### src/rtl/mem_arbiter.sv
// mem_arbiter: fixed-priority (load/store over fetch) arbiter onto one shared memory port.
// One transaction in flight; a transaction exceeding TIMEOUT cycles is aborted with zero data.
module mem_arbiter #(
  parameter int TIMEOUT = 255
) (
  input  logic        clk,
  input  logic        rst_n,
  input  logic        if_req_i,
  input  logic [31:0] if_addr_i,
  output logic        if_gnt_o,
  output logic        if_rvalid_o,
  output logic [31:0] if_rdata_o,
  input  logic        ls_req_i,
  input  logic        ls_wen_i,
  input  logic [31:0] ls_addr_i,
  input  logic [63:0] ls_wdata_i,
  input  logic [7:0]  ls_wmask_i,
  output logic        ls_gnt_o,
  output logic        ls_rvalid_o,
  output logic [63:0] ls_rdata_o,
  output logic        mem_req_o,
  output logic        mem_wen_o,
  output logic [31:0] mem_addr_o,
  output logic [63:0] mem_wdata_o,
  output logic [7:0]  mem_wmask_o,
  input  logic        mem_ready_i,
  input  logic        mem_rvalid_i,
  input  logic [63:0] mem_rdata_i,
  output logic        timeout_err_o
);
  localparam int CW = ($clog2(TIMEOUT + 1) > 8) ? $clog2(TIMEOUT + 1) : 8;
  localparam logic [CW-1:0] TMO_LAST = CW'(TIMEOUT - 1);
  typedef enum logic [1:0] {IDLE, REQ, WAIT} state_t;
  state_t        state_q, state_d;
  logic [CW-1:0] cnt_q, cnt_d;
  logic          own_ls_q, own_ls_d;
  logic          wen_q, wen_d;
  logic [31:0]   addr_q, addr_d;
  logic [63:0]   wdata_q, wdata_d;
  logic [7:0]    wmask_q, wmask_d;
  logic          if_rvalid_q, if_rvalid_d;
  logic          ls_rvalid_q, ls_rvalid_d;
  logic          terr_q, terr_d;
  logic [31:0]   if_rdata_q, if_rdata_d;
  logic [63:0]   ls_rdata_q, ls_rdata_d;
  logic          tmo, gnt, done, abort;
  logic [63:0]   rsp;
  // cnt_q holds the number of REQ/WAIT cycles already completed, so tmo marks the TIMEOUT-th cycle
  assign tmo = cnt_q >= TMO_LAST;
  always_comb begin
    state_d  = state_q;
    cnt_d    = cnt_q;
    own_ls_d = own_ls_q;
    wen_d    = wen_q;
    addr_d   = addr_q;
    wdata_d  = wdata_q;
    wmask_d  = wmask_q;
    gnt      = 1'b0;
    done     = 1'b0;
    abort    = 1'b0;
    case (state_q)
      IDLE: if (ls_req_i || if_req_i) begin
        state_d  = REQ;
        cnt_d    = '0;
        own_ls_d = ls_req_i;
        wen_d    = ls_req_i & ls_wen_i;
        addr_d   = ls_req_i ? ls_addr_i : if_addr_i;
        wdata_d  = ls_req_i ? ls_wdata_i : '0;
        wmask_d  = ls_req_i ? ls_wmask_i : '0;
      end
      REQ: begin
        cnt_d   = cnt_q + 1'b1;
        gnt     = mem_ready_i;
        abort   = !mem_ready_i && tmo;
        state_d = mem_ready_i ? WAIT : (tmo ? IDLE : REQ);
      end
      WAIT: begin
        cnt_d   = cnt_q + 1'b1;
        done    = mem_rvalid_i;
        abort   = !mem_rvalid_i && tmo;
        state_d = (mem_rvalid_i || tmo) ? IDLE : WAIT;
      end
      default: state_d = IDLE;
    endcase
    rsp         = abort ? '0 : mem_rdata_i;
    if_rvalid_d = (done || abort) && !own_ls_q;
    ls_rvalid_d = (done || abort) && own_ls_q;
    terr_d      = abort;
    if_rdata_d  = if_rvalid_d ? (addr_q[2] ? rsp[63:32] : rsp[31:0]) : if_rdata_q;
    ls_rdata_d  = ls_rvalid_d ? rsp : ls_rdata_q;
  end
  always_ff @(posedge clk or negedge rst_n) begin
    if (!rst_n) begin
      state_q     <= IDLE;
      cnt_q       <= '0;
      own_ls_q    <= 1'b0;
      wen_q       <= 1'b0;
      addr_q      <= '0;
      wdata_q     <= '0;
      wmask_q     <= '0;
      if_rvalid_q <= 1'b0;
      ls_rvalid_q <= 1'b0;
      terr_q      <= 1'b0;
      if_rdata_q  <= '0;
      ls_rdata_q  <= '0;
    end else begin
      state_q     <= state_d;
      cnt_q       <= cnt_d;
      own_ls_q    <= own_ls_d;
      wen_q       <= wen_d;
      addr_q      <= addr_d;
      wdata_q     <= wdata_d;
      wmask_q     <= wmask_d;
      if_rvalid_q <= if_rvalid_d;
      ls_rvalid_q <= ls_rvalid_d;
      terr_q      <= terr_d;
      if_rdata_q  <= if_rdata_d;
      ls_rdata_q  <= ls_rdata_d;
    end
  end
  assign if_gnt_o      = gnt & ~own_ls_q;
  assign ls_gnt_o      = gnt & own_ls_q;
  assign if_rvalid_o   = if_rvalid_q;
  assign ls_rvalid_o   = ls_rvalid_q;
  assign if_rdata_o    = if_rdata_q;
  assign ls_rdata_o    = ls_rdata_q;
  assign timeout_err_o = terr_q;
  assign mem_req_o     = state_q == REQ;
  assign mem_wen_o     = wen_q;
  assign mem_addr_o    = addr_q;
  assign mem_wdata_o   = wdata_q;
  assign mem_wmask_o   = wmask_q;
endmodule
### config.mk
export PLATFORM = sky130hd
export DESIGN_NAME = mem_arbiter
export DESIGN_NICKNAME = d
export VERILOG_FILES = /design/src/rtl/mem_arbiter.sv
export SDC_FILE = /design/constraint.sdc
export NUM_CORES = 1
export LEC_CHECK = 0
export CORE_MARGIN = 2
export CORE_UTILIZATION = 30
export DETAILED_ROUTE_END_ITERATION = 16
export SETUP_SLACK_MARGIN = 0.4
export SLEW_MARGIN = 20
export SYNTH_ARGS = -nofsm -noshare
export SYNTH_HDL_FRONTEND = slang
export SYNTH_SLANG_ARGS = --single-unit
### constraint.sdc
create_clock -name clk -period 2.1 [get_ports clk]
set_input_delay 0.42 -clock clk [delete_from_list [all_inputs] [get_ports clk]]
set_output_delay 0.42 -clock clk [all_outputs]
set_load 0.1 [all_outputs]
==> Word level (Yosys, flattened, before mapping) <==
Index checks and enable logic that the tools add are counted.
{ "classes": {"reduce_logical": 15, "addsub": 1, "eq_ne": 3, "n_lt_le_gt_ge": 1, "n_mux": 15, "bitwise_logic": 4} }
{ "op_table": {"columns": ["operator", "n"], "rows": [
  ["$mux W64", 2],
  ["$mux W32", 2],
  ["$mux W8", 2],
  ["$pmux W8 S2", 1],
  ["$add A8 B1 Y8 const B", 1],
  ["$ge A8 B8 Y1 const B", 1],
  ["$mux W2", 3],
  ["$pmux W2 S3", 1],
  ["$logic_and A1 B1 Y1", 4],
  ["$reduce_and A2 Y1", 2],
  ["$and A1 B1 Y1", 3],
  ["$logic_not A1 Y1", 3],
  ["$logic_or A1 B1 Y1", 3],
  ["$mux W1", 3],
  ["$eq A2 B1 Y1 const B", 1],
  ["$eq A2 B2 Y1 const B", 1],
  ["$logic_not A2 Y1", 1],
  ["$ne A2 B2 Y1 const B", 1],
  ["$pmux W1 S2", 1],
  ["$reduce_bool A2 Y1", 1],
  ["$reduce_or A2 Y1", 1],
  ["$not A1 Y1", 1]
]} }
{ "totals": {"word_cells": 51, "ff_bits": 215, "output_inout_bits": 207, "input_bits": 207} }

==> Depth between registers and ports, before layout <==
Gate-level depths: netlist of the first run.
{ "depth": {"ltp_word": 5, "mapped_depth": 9, "ltp_nobuf": 6} }

==> Worst setup path before layout of the first run <==
No wires, ideal clock.
{ "synth_timing": {"path_kind": "register -> output", "start": "register state_q[1]", "end": "output port if_gnt_o", "stages_incl_launch_ff": 5, "path_buffers": 0, "path_slack_ns": -1.041, "t_arrival_ns": 2.721, "required_time_ns": 1.680, "path_cell_list": "dfrtp_1 -> inv_1 -> ha_1 -> nand2_1 -> nor2_1"} }
{ "synth_between": {"elab_chain_len": 3} }
{ "synth_lines": {"columns": ["item", "line", "text"], "rows": [
  ["from (decl)", "34", "state_t state_q, state_d;"],
  ["from (signal assigned)", "107", "state_q <= state_d;"],
  ["$eq A2 B1 Y1", null, null],
  ["net mem_req_o", "21", "output logic mem_req_o,"],
  ["$mux W1", "61", "case (state_q)"],
  ["$and A1 B1 Y1", "121", "assign if_gnt_o = gnt & ~own_ls_q;"],
  ["to (decl)", "10", "output logic if_gnt_o,"]
]} }
The timed path passes the listed nets, and every way through them passes these cells.

==> Worst setup path after layout of the first run <==
{ "layout_timing": {"start": "register state_q[1]", "end": "register if_rdata_q[28], in the netlist if_rdata_o[28]"} }
{ "layout_between": {"elab_chain_len": 4, "word_cells_on_any_way": 8, "classes_between": "2 x eq/ne; 4 x mux; 2 x reduce/logical"} }
{ "layout_lines": {"columns": ["item", "line", "text"], "rows": [
  ["$eq A2 B2 Y1 / $eq A2 B1 Y1 (equally long branches)", "61", null],
  ["$pmux W1 S2 / $mux W1 (equally long branches)", "61", null],
  ["$mux W64 / $logic_or A1 B1 Y1 (equally long branches)", "85, 86", null],
  ["$mux W32 / $logic_and A1 B1 Y1 (equally long branches)", "89, 86", null],
  ["to (signal assigned)", "117", "if_rdata_q <= if_rdata_d;"],
  ["to (decl)", "44", "logic [31:0] if_rdata_q, if_rdata_d;"]
]} }
Parallel ways exist; a longest one is shown, timed or not.
A chain may end at the register's enable or synchronous reset.

==> flow_metrics.py, run 1 <==
metrics = {
    "floorplanning": {
        "initial_utilization_pct": 30.6,
        "ioPinCount": 414,
        "die-area_sq_um": 30800,
        "fp-row-count": 62,
        "die_height_microns": 175,
        "core-area_sq_um": 28900,
        "die_x_microns": 175,
    },
    "sta": {
        "layout_setup_ws_ns": 0.101,
        "setup_violations": 0,
        "hold_violations": 0,
        "period_share_pct": 95.2,
        "worst_pin_slew_ns": 0.480,
        "finalSetupTns_ns": 0,
        "relSlewSlack_pct": 68.0,
        "clock.fmax_mhz": 500,
        "finClkSkew_ns": 0.00734,
        "slew_violations": 0,
        "rsz0062_at_grt": "true",
        "min_period_ns": 2.00,
    },
    "cts": {
        "cts-buffers-inserted": 25,
        "cts-root-buf": "clkbuf_16",
        "h-tree-depth": 1,
        "path_clk_slew_ns": 0.06,
        "clock-sinks": 215,
        "cts_tree": "done",
        "clock_latency_ns": 0.52,
        "clk_path_buf_depth": 3,
    },
    "route": {
        "viasPerCell": 4.72,
        "drc_errors": 0,
        "antenna_left": 0,
        "routed-wl-met3_microns": 3050,
        "dr.first_iter.drc_count": 366,
        "wl_met2_microns": 15700,
        "top_layer": "met4",
        "via_count": 7729,
        "wirelength_microns": 31500,
        "first_pass_iters": 4,
        "wl_met1_microns": 12100,
        "wire_per_inst_microns": 19.3,
    },
    "job": {
        "cap_violations": 0,
    },
    "critical_path": {
        "arrival_ns": 2.39,
        "worstSetupPathType": "register to register",
        "crit_fanout": 8,
        "crit_path_start_kind": "register",
        "crit_required_ns": 2.49,
        "critPathCaptureType": "register",
    },
    "yosys": {
        "async_flop_share_pct": 100,
        "yosysWarningCount": 0,
        "ys_ff_latch": 215,
        "syn-num-nets": 1010,
        "synth-edff-count": 0,
        "ys_seq_area_share_pct": 61.0,
        "netlist_area_sq_um": 8820,
        "synth.avg_cell_area_sq_um": 11.1,
        "synth_top_flop_cell": "dfrtp_1",
        "postSynthCellCount": 797,
        "synth.distinct_cells": 37,
    },
    "global_routing": {
        "grt_pass1_wl_microns": 46800,
        "first_global_vias": 7849,
        "grt_usage_pct": 19.3,
        "grt_remaining_overflow": 0,
        "antenna_found_initial": 0,
        "grt_max_degree": 65,
    },
    "cells_and_area": {
        "final_util_pct": 51.3,
        "final.fill_count": 2626,
        "antenna_cells": 0,
        "syn_to_final_growth_pct": 67.7,
        "register_area_sq_um": 5380,
        "nets": 1446,
        "multi_input_area_sq_um": 3460,
        "layout-drive-gt1-share_pct": 27.9,
    },
    "placement": {
        "numPortBuffers": 413,
        "post-dp-hpwl_microns": 21900,
        "pre_cts_ws_ns": 0.0604,
        "place.gp.congestion": 0.789,
    },
    "hold_path": {
        "holdCritPathClass": "primary input to async pin",
    },
    "run_status": {
        "outcome": "complete, no violations",
    },
}
cell families (layout without fill, tap and decap cells):
| kind of cell | Yosys count | after routing | share of synthesized area (%) |
|---|---|---|---|
| AO/OA/AOI/OAI | 153 | 153 | 13.4 |
| adder cells (fa/ha/maj) | 6 | 6 | 0.851 |
| buffers and inverters | 69 | 524 | 3.45 |
| flip-flops | 215 | 215 | 61.0 |
| multiplexers | 65 | 65 | 7.39 |
| AND/OR/NAND/NOR | 289 | 289 | 13.9 |
registers in the layout, summed over array words and instances, names as in the netlist:
| signal | flops |
|---|---|
| mem_wdata_o | 64 |
| ls_rdata_o | 64 |
| if_rvalid_o | 1 |
| mem_wmask_o | 8 |
| mem_wen_o | 1 |
| state_q | 2 |
| ls_rvalid_o | 1 |
| mem_addr_o | 32 |
| timeout_err_o | 1 |
| own_ls_q | 1 |
| cnt_q | 8 |
| if_rdata_o | 32 |
final cells by class:
cell class,instances,share of cell area (%)
well taps,384,3.25
clock buffers,34,4.86
inverters,6,0.152
clock inverters,12,1.51
repair buffers,472,30.4
flip-flops and latches,215,36.4
multi-input cells,513,23.4
critical path, stage by stage, from the launching register on:
cell	delay, ns
dfrtp_1	0.37
inv_2	0.06
buf_6	0.11
ha_4	0.28
nand2_4	0.06
o41ai_4	0.30
buf_4	0.19
o21bai_4	0.14
clkbuf_16	0.22
o2bb2ai_1	0.13
synthesized netlist by cell type, drive strengths merged (2+ instances only):
master     n  area share, %
or2        2           0.14
o41ai      2           0.28
dfrtp    215             61
o21ai     43            2.4
mux2i     64            7.3
clkbuf    52            2.2
nand2    192            8.2
ha         6           0.85
a22o      66            6.6
and3       3           0.21
nor2       4           0.17
inv        6           0.26
nand3     75            4.3
and2       3           0.21
a32o       2           0.23
o2bb2ai   32            3.2
nand2b     4           0.28
nand4      2           0.14
buf       11           0.98
per-layer routing:
metal  vias to the layer above  global-route usage (%)
met5                         -                       0
met4                         0                    4.30
met3                        39                    6.36
met2                       352                    33.4
met1                      3662                    23.5
li1                       3676                       -
timing repair:
item                                    CTS  global route
setup buffers                            17             1
endpoints found under the setup margin  103           109
pin swaps                                 9             4
gates cloned                              5             5
resized for setup                        21            34
hold buffers                              1             0
hold endpoints to repair                 50             0
final timing paths:
| check | start | cells past startpoint | slack (ns) | to |
|---|---|---|---|---|
| worst max-delay path | state_q[1]$_DFFE_PN0P_ | 9 | 0.10 | if_rdata_o[28]$_DFFE_PN0P_ |
| worst min-delay path | rst_n | 2 | 0.43 | ls_rdata_o[51]$_DFFE_PN0P_ |
| worst max register to register | state_q[1]$_DFFE_PN0P_ | 9 | 0.10 | if_rdata_o[28]$_DFFE_PN0P_ |
| worst min register to register | mem_wdata_o[27]$_DFFE_PN0P_ | 2 | 0.46 | mem_wdata_o[27]$_DFFE_PN0P_ |
| max in group asynchronous | rst_n | 3 | 1.06 | cnt_q[0]$_DFFE_PN0P_ |
| min in group clk | ls_wdata_i[29] | 3 | 0.45 | mem_wdata_o[29]$_DFFE_PN0P_ |
placed cells by master (no fill, tap or decap), types with 2 or more instances in the layout:
cell type,n
a22o_1,66
a32o_1,2
and2_1,3
buf_12,18
buf_16,5
buf_4,231
buf_6,7
bufinv_16,6
clkbuf_1,3
clkbuf_16,30
clkbuf_8,6
clkdlybuf4s50_1,204
clkinv_2,2
clkinvlp_4,2
dfrtp_1,214
ha_1,2
ha_4,3
inv_1,4
inv_2,2
mux2i_1,64
nand2_1,189
nand2_4,3
nand2b_1,4
nand3_1,74
nand4_1,2
nor2_1,2
nor2_4,2
o21ai_0,41
o21ai_4,2
o2bb2ai_1,19
o2bb2ai_2,6
o2bb2ai_4,7
or2_2,2
stage by stage:
step / hold WS (ns) / area (sq um) / std cells
after CTS: 0.424 / 14400 / 1630
after detailed placement: 0.396 / 13100 / 1561
after floorplan: 0.124 / 8870 / 797
after global placement: 0.397 / 13100 / 1561
final: 0.433 / 14800 / 1636
after global routing: 0.443 / 14800 / 1636
Power of run 1 is not shown: default switching activity piles up to over one toggle a cycle in this logic, so the estimate is an artifact.
==> inputs of run 2 (changes only) <==
==> constraint.sdc (replaced) <==
create_clock -name clk -period 2.5 [get_ports clk]
set_input_delay 0.5 -clock clk [delete_from_list [all_inputs] [get_ports clk]]
set_output_delay 0.5 -clock clk [all_outputs]
set_load 0.1 [all_outputs]
==> run 2 against run 1 <==
Critical path depth decreased by 5; critical endpoint is now ls_gnt_o; sequential share of layout area rose by 1.8 points; non-clock buffer count decreased by 31; die area unchanged; critical path type is now register to output pin; cell area is 4.8% lower; global-route usage shrank 0.61 points; highest routed layer is now met5; core utilization is 2.4 points lower; worst setup slack gained 0.35 ns.
==> flow_metrics.py, run 2 (synthesis gave the netlist of run 1 again) <==
metrics = {
    "run_status": {
        "outcome": "complete, no violations",
    },
    "floorplanning": {
        "core-area_sq_um": 28900,
        "ioPinCount": 414,
        "fp-row-count": 62,
        "initial_utilization_pct": 30.6,
        "die_x_microns": 175,
        "die_height_microns": 175,
        "die-area_sq_um": 30800,
    },
    "sta": {
        "worst_pin_slew_ns": 0.744,
        "setup_violations": 0,
        "hold_violations": 0,
        "rsz0062_at_grt": "true",
        "min_period_ns": 2.05,
        "finalSetupTns_ns": 0,
        "relSlewSlack_pct": 50.4,
        "slew_violations": 0,
        "finClkSkew_ns": 0.0192,
        "clock.fmax_mhz": 489,
        "period_share_pct": 81.9,
    },
    "placement": {
        "post-dp-hpwl_microns": 21600,
        "place.gp.congestion": 0.785,
        "dpl.cell_count": 1552,
        "numPortBuffers": 413,
    },
    "cells_and_area": {
        "syn_to_final_growth_pct": 59.7,
        "nets": 1416,
        "final.fill_count": 2664,
        "most-common-layout-cells": "buf_4, dfrtp_1, clkdlybuf4s50_1, nand2_1, nand3_1",
        "final_common_cell": "buf_4",
        "instances_no_fill": 1608,
        "layout-drive-gt1-share_pct": 24.4,
    },
    "route": {
        "first_pass_iters": 4,
        "wirelength_microns": 30200,
        "viasPerCell": 4.75,
        "wire_per_inst_microns": 18.8,
        "antenna_left": 0,
        "dr.first_iter.drc_count": 367,
        "drc_errors": 0,
        "via_count": 7646,
    },
    "critical_path": {
        "crit_path_start_kind": "register",
        "arrival_ns": 1.55,
        "critPathCaptureType": "output pin",
        "cpPeakStageDelay_ns": 0.38,
        "worst_path_max_delay_cell": "dfrtp_1",
        "path_cells": "inv_2 > ha_4 > and3_2 > buf_12",
        "worstSetupPathType": "register to output pin",
        "crit_required_ns": 2.00,
        "crit_fanout": 4,
    },
    "global_routing": {
        "grt_pass1_wl_microns": 45100,
        "antenna_found_initial": 2,
        "first_global_vias": 7600,
        "grt_remaining_overflow": 0,
        "grt_usage_pct": 18.7,
        "grt_max_degree": 88,
    },
    "job": {
        "cap_violations": 0,
    },
    "cts": {
        "clock-sinks": 215,
        "path_clk_slew_ns": 0.05,
        "clock_latency_ns": 0.53,
        "cts-root-buf": "clkbuf_16",
        "cts_tree": "done",
        "clk_path_buf_depth": 3,
        "cts-buffers-inserted": 26,
        "h-tree-depth": 1,
    },
    "hold_path": {
        "holdCritPathClass": "primary input to register",
    },
}
[run 2: worst paths after layout]
| check | startpoint | endpoint | slack, ns | cells after the start |
|---|---|---|---|---|
| max | state_q[1]$_DFFE_PN0P_ | ls_gnt_o | 0.45 | 4 |
| min | ls_req_i | own_ls_q$_DFFE_PN0P_ | 0.36 | 3 |
| max reg2reg | state_q[0]$_DFFE_PN0P_ | if_rdata_o[0]$_DFFE_PN0P_ | 0.47 | 8 |
| min reg2reg | mem_wdata_o[53]$_DFFE_PN0P_ | mem_wdata_o[53]$_DFFE_PN0P_ | 0.46 | 2 |
| max in group asynchronous | rst_n | ls_rdata_o[25]$_DFFE_PN0P_ | 1.26 | 3 |
| min in group asynchronous | rst_n | ls_rdata_o[1]$_DFFE_PN0P_ | 0.48 | 2 |
[run 2: stage by stage]
step,worst slack (ns),instance area [sq um],hold WS (ns),utilization [%]
2_1_floorplan,0.497,8840,0.204,-
3_3_place_gp,0.319,13000,0.452,45.2
3_5_place_dp,0.316,13000,0.457,45.2
4_1_cts,0.381,14000,0.337,48.6
5_1_grt,0.370,14100,0.353,48.8
6_report,0.454,14100,0.362,48.8
[run 2: final cells by class]
type	count	area (sq um)	share of cell area, %
Sequential cell	215	5390	38.2
Timing Repair Buffer	441	4040	28.7
Multi-Input combinational cell	513	3220	22.9
Clock buffer	37	773	5.49
Tap cell	384	480	3.41
Clock inverter	11	165	1.17
Inverter	6	22.5	0.160
Antenna cell	1	2.50	0.0178
[run 2: critical path, delay by kind of cell, from the launching register on]
| family | cells | cell delay [ns] |
|---|---|---|
| DFF | 1 | 0.38 |
| buffers and inverters | 2 | 0.27 |
| and+or+nand+nor | 1 | 0.20 |
| adders and majority gates | 1 | 0.16 |
[run 2: routing by layer]
layer	up-vias	wire, microns	global-route usage [%]
li1	3611	-	-
met4	2	591	4.55
met2	338	14900	32.7
met3	40	3070	6.47
met1	3655	11600	22.1
met5	-	13	0
[run 2: what timing repair did]
action | in CTS | in global routing
gates cloned | 0 | 1
pin swaps | 0 | 3
endpoints found under the hold margin | 55 | 0
endpoints found under the setup margin | 93 | 65
hold buffers | 1 | 0
gates resized for setup | 4 | 5
setup buffers | 1 | 4
Power of run 2 is left out for the same reason.
==> inputs of run 3 (changes only) <==
==> constraint.sdc (replaced) <==
create_clock -name clk -period 1.7 [get_ports clk]
set_input_delay 0.34 -clock clk [delete_from_list [all_inputs] [get_ports clk]]
set_output_delay 0.34 -clock clk [all_outputs]
set_load 0.1 [all_outputs]
==> run 3 against run 2 <==
First-iteration DRC count is 34% higher; via count increased by 17%; sequential cell count stayed put; register-to-register slack worse by 0.80 ns; cell area up 41%; clock skew down 0.013 ns; clock-buffer cell count down 2; worst setup slack got worse by 0.78 ns; critical endpoint is now ls_rdata_o[44]$_DFFE_PN0P_; core utilization rose by 20 points; the flow now finishes with violations (setup timing); non-clock buffer count grew 219; sequential share of layout area is 11 points lower; worst hold slack got worse by 0.21 ns.
==> flow_metrics.py, run 3 (synthesis gave the netlist of run 1 again) <==
metrics = {
    "run_status": {
        "outcome": "finished with violations",
        "violations": "setup timing",
    },
    "global_routing": {
        "met2_usage_pct": 41.6,
        "first_global_vias": 9271,
        "use_met1_pct": 27.0,
        "antenna_found_initial": 0,
        "busiest_layer": "met2",
        "grt_usage_pct": 23.2,
        "grt_pass1_wl_microns": 55200,
        "use_met3_pct": 6.36,
        "grt_max_degree": 65,
        "grt_remaining_overflow": 0,
    },
    "route": {
        "first_pass_iters": 5,
        "dr.first_iter.drc_count": 492,
        "via_count": 8915,
        "wire_per_inst_microns": 20.8,
        "drc_errors": 0,
        "wirelength_microns": 38000,
        "antenna_left": 0,
        "viasPerCell": 4.89,
    },
    "sta": {
        "hold_violations": 0,
        "setup_violations": 101,
        "finClkSkew_ns": 0.00574,
        "rsz0062_at_grt": "true",
        "period_share_pct": 119,
        "clock.fmax_mhz": 492,
        "worst_pin_slew_ns": 0.600,
        "relSlewSlack_pct": 60.0,
        "slew_violations": 0,
        "min_period_ns": 2.03,
        "layout_setup_ws_ns": -0.331,
    },
    "cts": {
        "cts-buffers-inserted": 26,
        "cts_tree": "done",
        "cts-root-buf": "clkbuf_16",
        "clock-sinks": 215,
        "path_clk_slew_ns": 0.06,
        "clock_latency_ns": 0.52,
        "clk_path_buf_depth": 3,
        "h-tree-depth": 1,
    },
    "cells_and_area": {
        "most-common-layout-cells": "buf_12, clkdlybuf4s50_1, dfrtp_1, buf_4, nand2_1",
        "final_common_cell": "buf_12",
        "layout-drive-gt1-share_pct": 46.8,
        "antenna_cells": 0,
        "nets": 1636,
        "syn_to_final_growth_pct": 126,
        "instances_no_fill": 1823,
    },
    "critical_path": {
        "crit_fanout": 6,
        "worstSetupPathType": "register to register",
        "critPathCaptureType": "register",
        "cpPeakStageDelay_ns": 0.39,
        "crit_required_ns": 2.09,
        "path_cells": "inv_2 > ha_4 > nand2_4 > o41ai_4 > o21ai_4 > buf_4 > buf_16 > a22o_1",
        "worst_r2r_path_depth": 8,
        "worst_path_max_delay_cell": "dfrtp_1",
        "r2r_slack_ns": -0.33,
        "arrival_ns": 2.42,
        "crit_path_start_kind": "register",
    },
    "placement": {
        "numPortBuffers": 413,
        "post-dp-hpwl_microns": 23300,
        "place.gp.congestion": 0.816,
        "pre_cts_ws_ns": -0.306,
        "dpl.cell_count": 1579,
    },
    "job": {
        "cap_violations": 0,
    },
    "floorplanning": {
        "core-area_sq_um": 28900,
        "die_x_microns": 175,
        "die-area_sq_um": 30800,
        "ioPinCount": 414,
        "fp-row-count": 62,
        "die_height_microns": 175,
        "initial_utilization_pct": 30.6,
    },
    "hold_path": {
        "holdCritPathClass": "primary input to register",
        "hold_depth": 3,
    },
}
-- run 3: cell types whose count changed in the layout (fill, tap and decap cells not counted), sizes merged --
cell      before  now
bufinv         4    6
clkinv         6    1
clkinvlp       1    2
diode          1    0
clkbuf        38   39
o21ai         43   44
buf          235  451
-- run 3: worst max-delay path: cells and delay by family (launching register included) --
kind	cells	cell delay, ns
and+or+nand+nor	1	0.06
AOI/OAI and AO/OA	3	0.74
buffers and inverters	3	0.40
DFF	1	0.39
adders and majority gates	1	0.31
-- run 3: layout make-up --
type	count	area (sq um)
fillers	2007	8940
flip-flops and latches	215	5400
multi-input cells	514	3980
clock inverters	9	200
clock buffers	35	756
inverters	6	22.5
repair buffers	660	9070
well taps	384	480
-- run 3: final timing paths --
kind	start	end
worst max register to register	state_q[1]$_DFFE_PN0P_	ls_rdata_o[44]$_DFFE_PN0P_
worst min register to register	mem_wdata_o[32]$_DFFE_PN0P_	mem_wdata_o[32]$_DFFE_PN0P_
worst min-delay path	ls_req_i	own_ls_q$_DFFE_PN0P_
min in group asynchronous	rst_n	ls_rdata_o[34]$_DFFE_PN0P_
worst max-delay path	state_q[1]$_DFFE_PN0P_	ls_rdata_o[44]$_DFFE_PN0P_
max in group asynchronous	rst_n	mem_wdata_o[51]$_DFFE_PN0P_
-- run 3: per-layer routing --
| layer | up-vias | part of all wire, % |
|---|---|---|
| met5 | - | 0 |
| li1 | 4062 | - |
| met4 | 0 | 2.7 |
| met3 | 63 | 8.4 |
| met2 | 410 | 52 |
| met1 | 4380 | 37 |
-- run 3: repair_timing --
item | CTS | global route
pin swaps | 42 | 97
endpoints found under the hold margin | 33 | 0
hold buffers | 1 | 0
endpoints found under the setup margin | 355 | 422
resized for setup | 117 | 144
cloned | 25 | 4
buffers inserted | 97 | 73
-- run 3: per-stage QoR --
| step | setup TNS [ns] | instance area (sq um) | hold slack [ns] | util, % |
|---|---|---|---|---|
| 2_1_floorplan | -4.34 | 9040 | 0.0444 | - |
| 3_3_place_gp | -24.68 | 15900 | 0.263 | 54.9 |
| 3_5_place_dp | -26.28 | 15900 | 0.255 | 54.9 |
| 4_1_cts | -20.93 | 18700 | 0.115 | 64.8 |
| 5_1_grt | -33.79 | 19900 | 0.141 | 69.0 |
| 6_report | -24.24 | 19900 | 0.157 | 69.0 |
Power of run 3 is left out for the same reason.
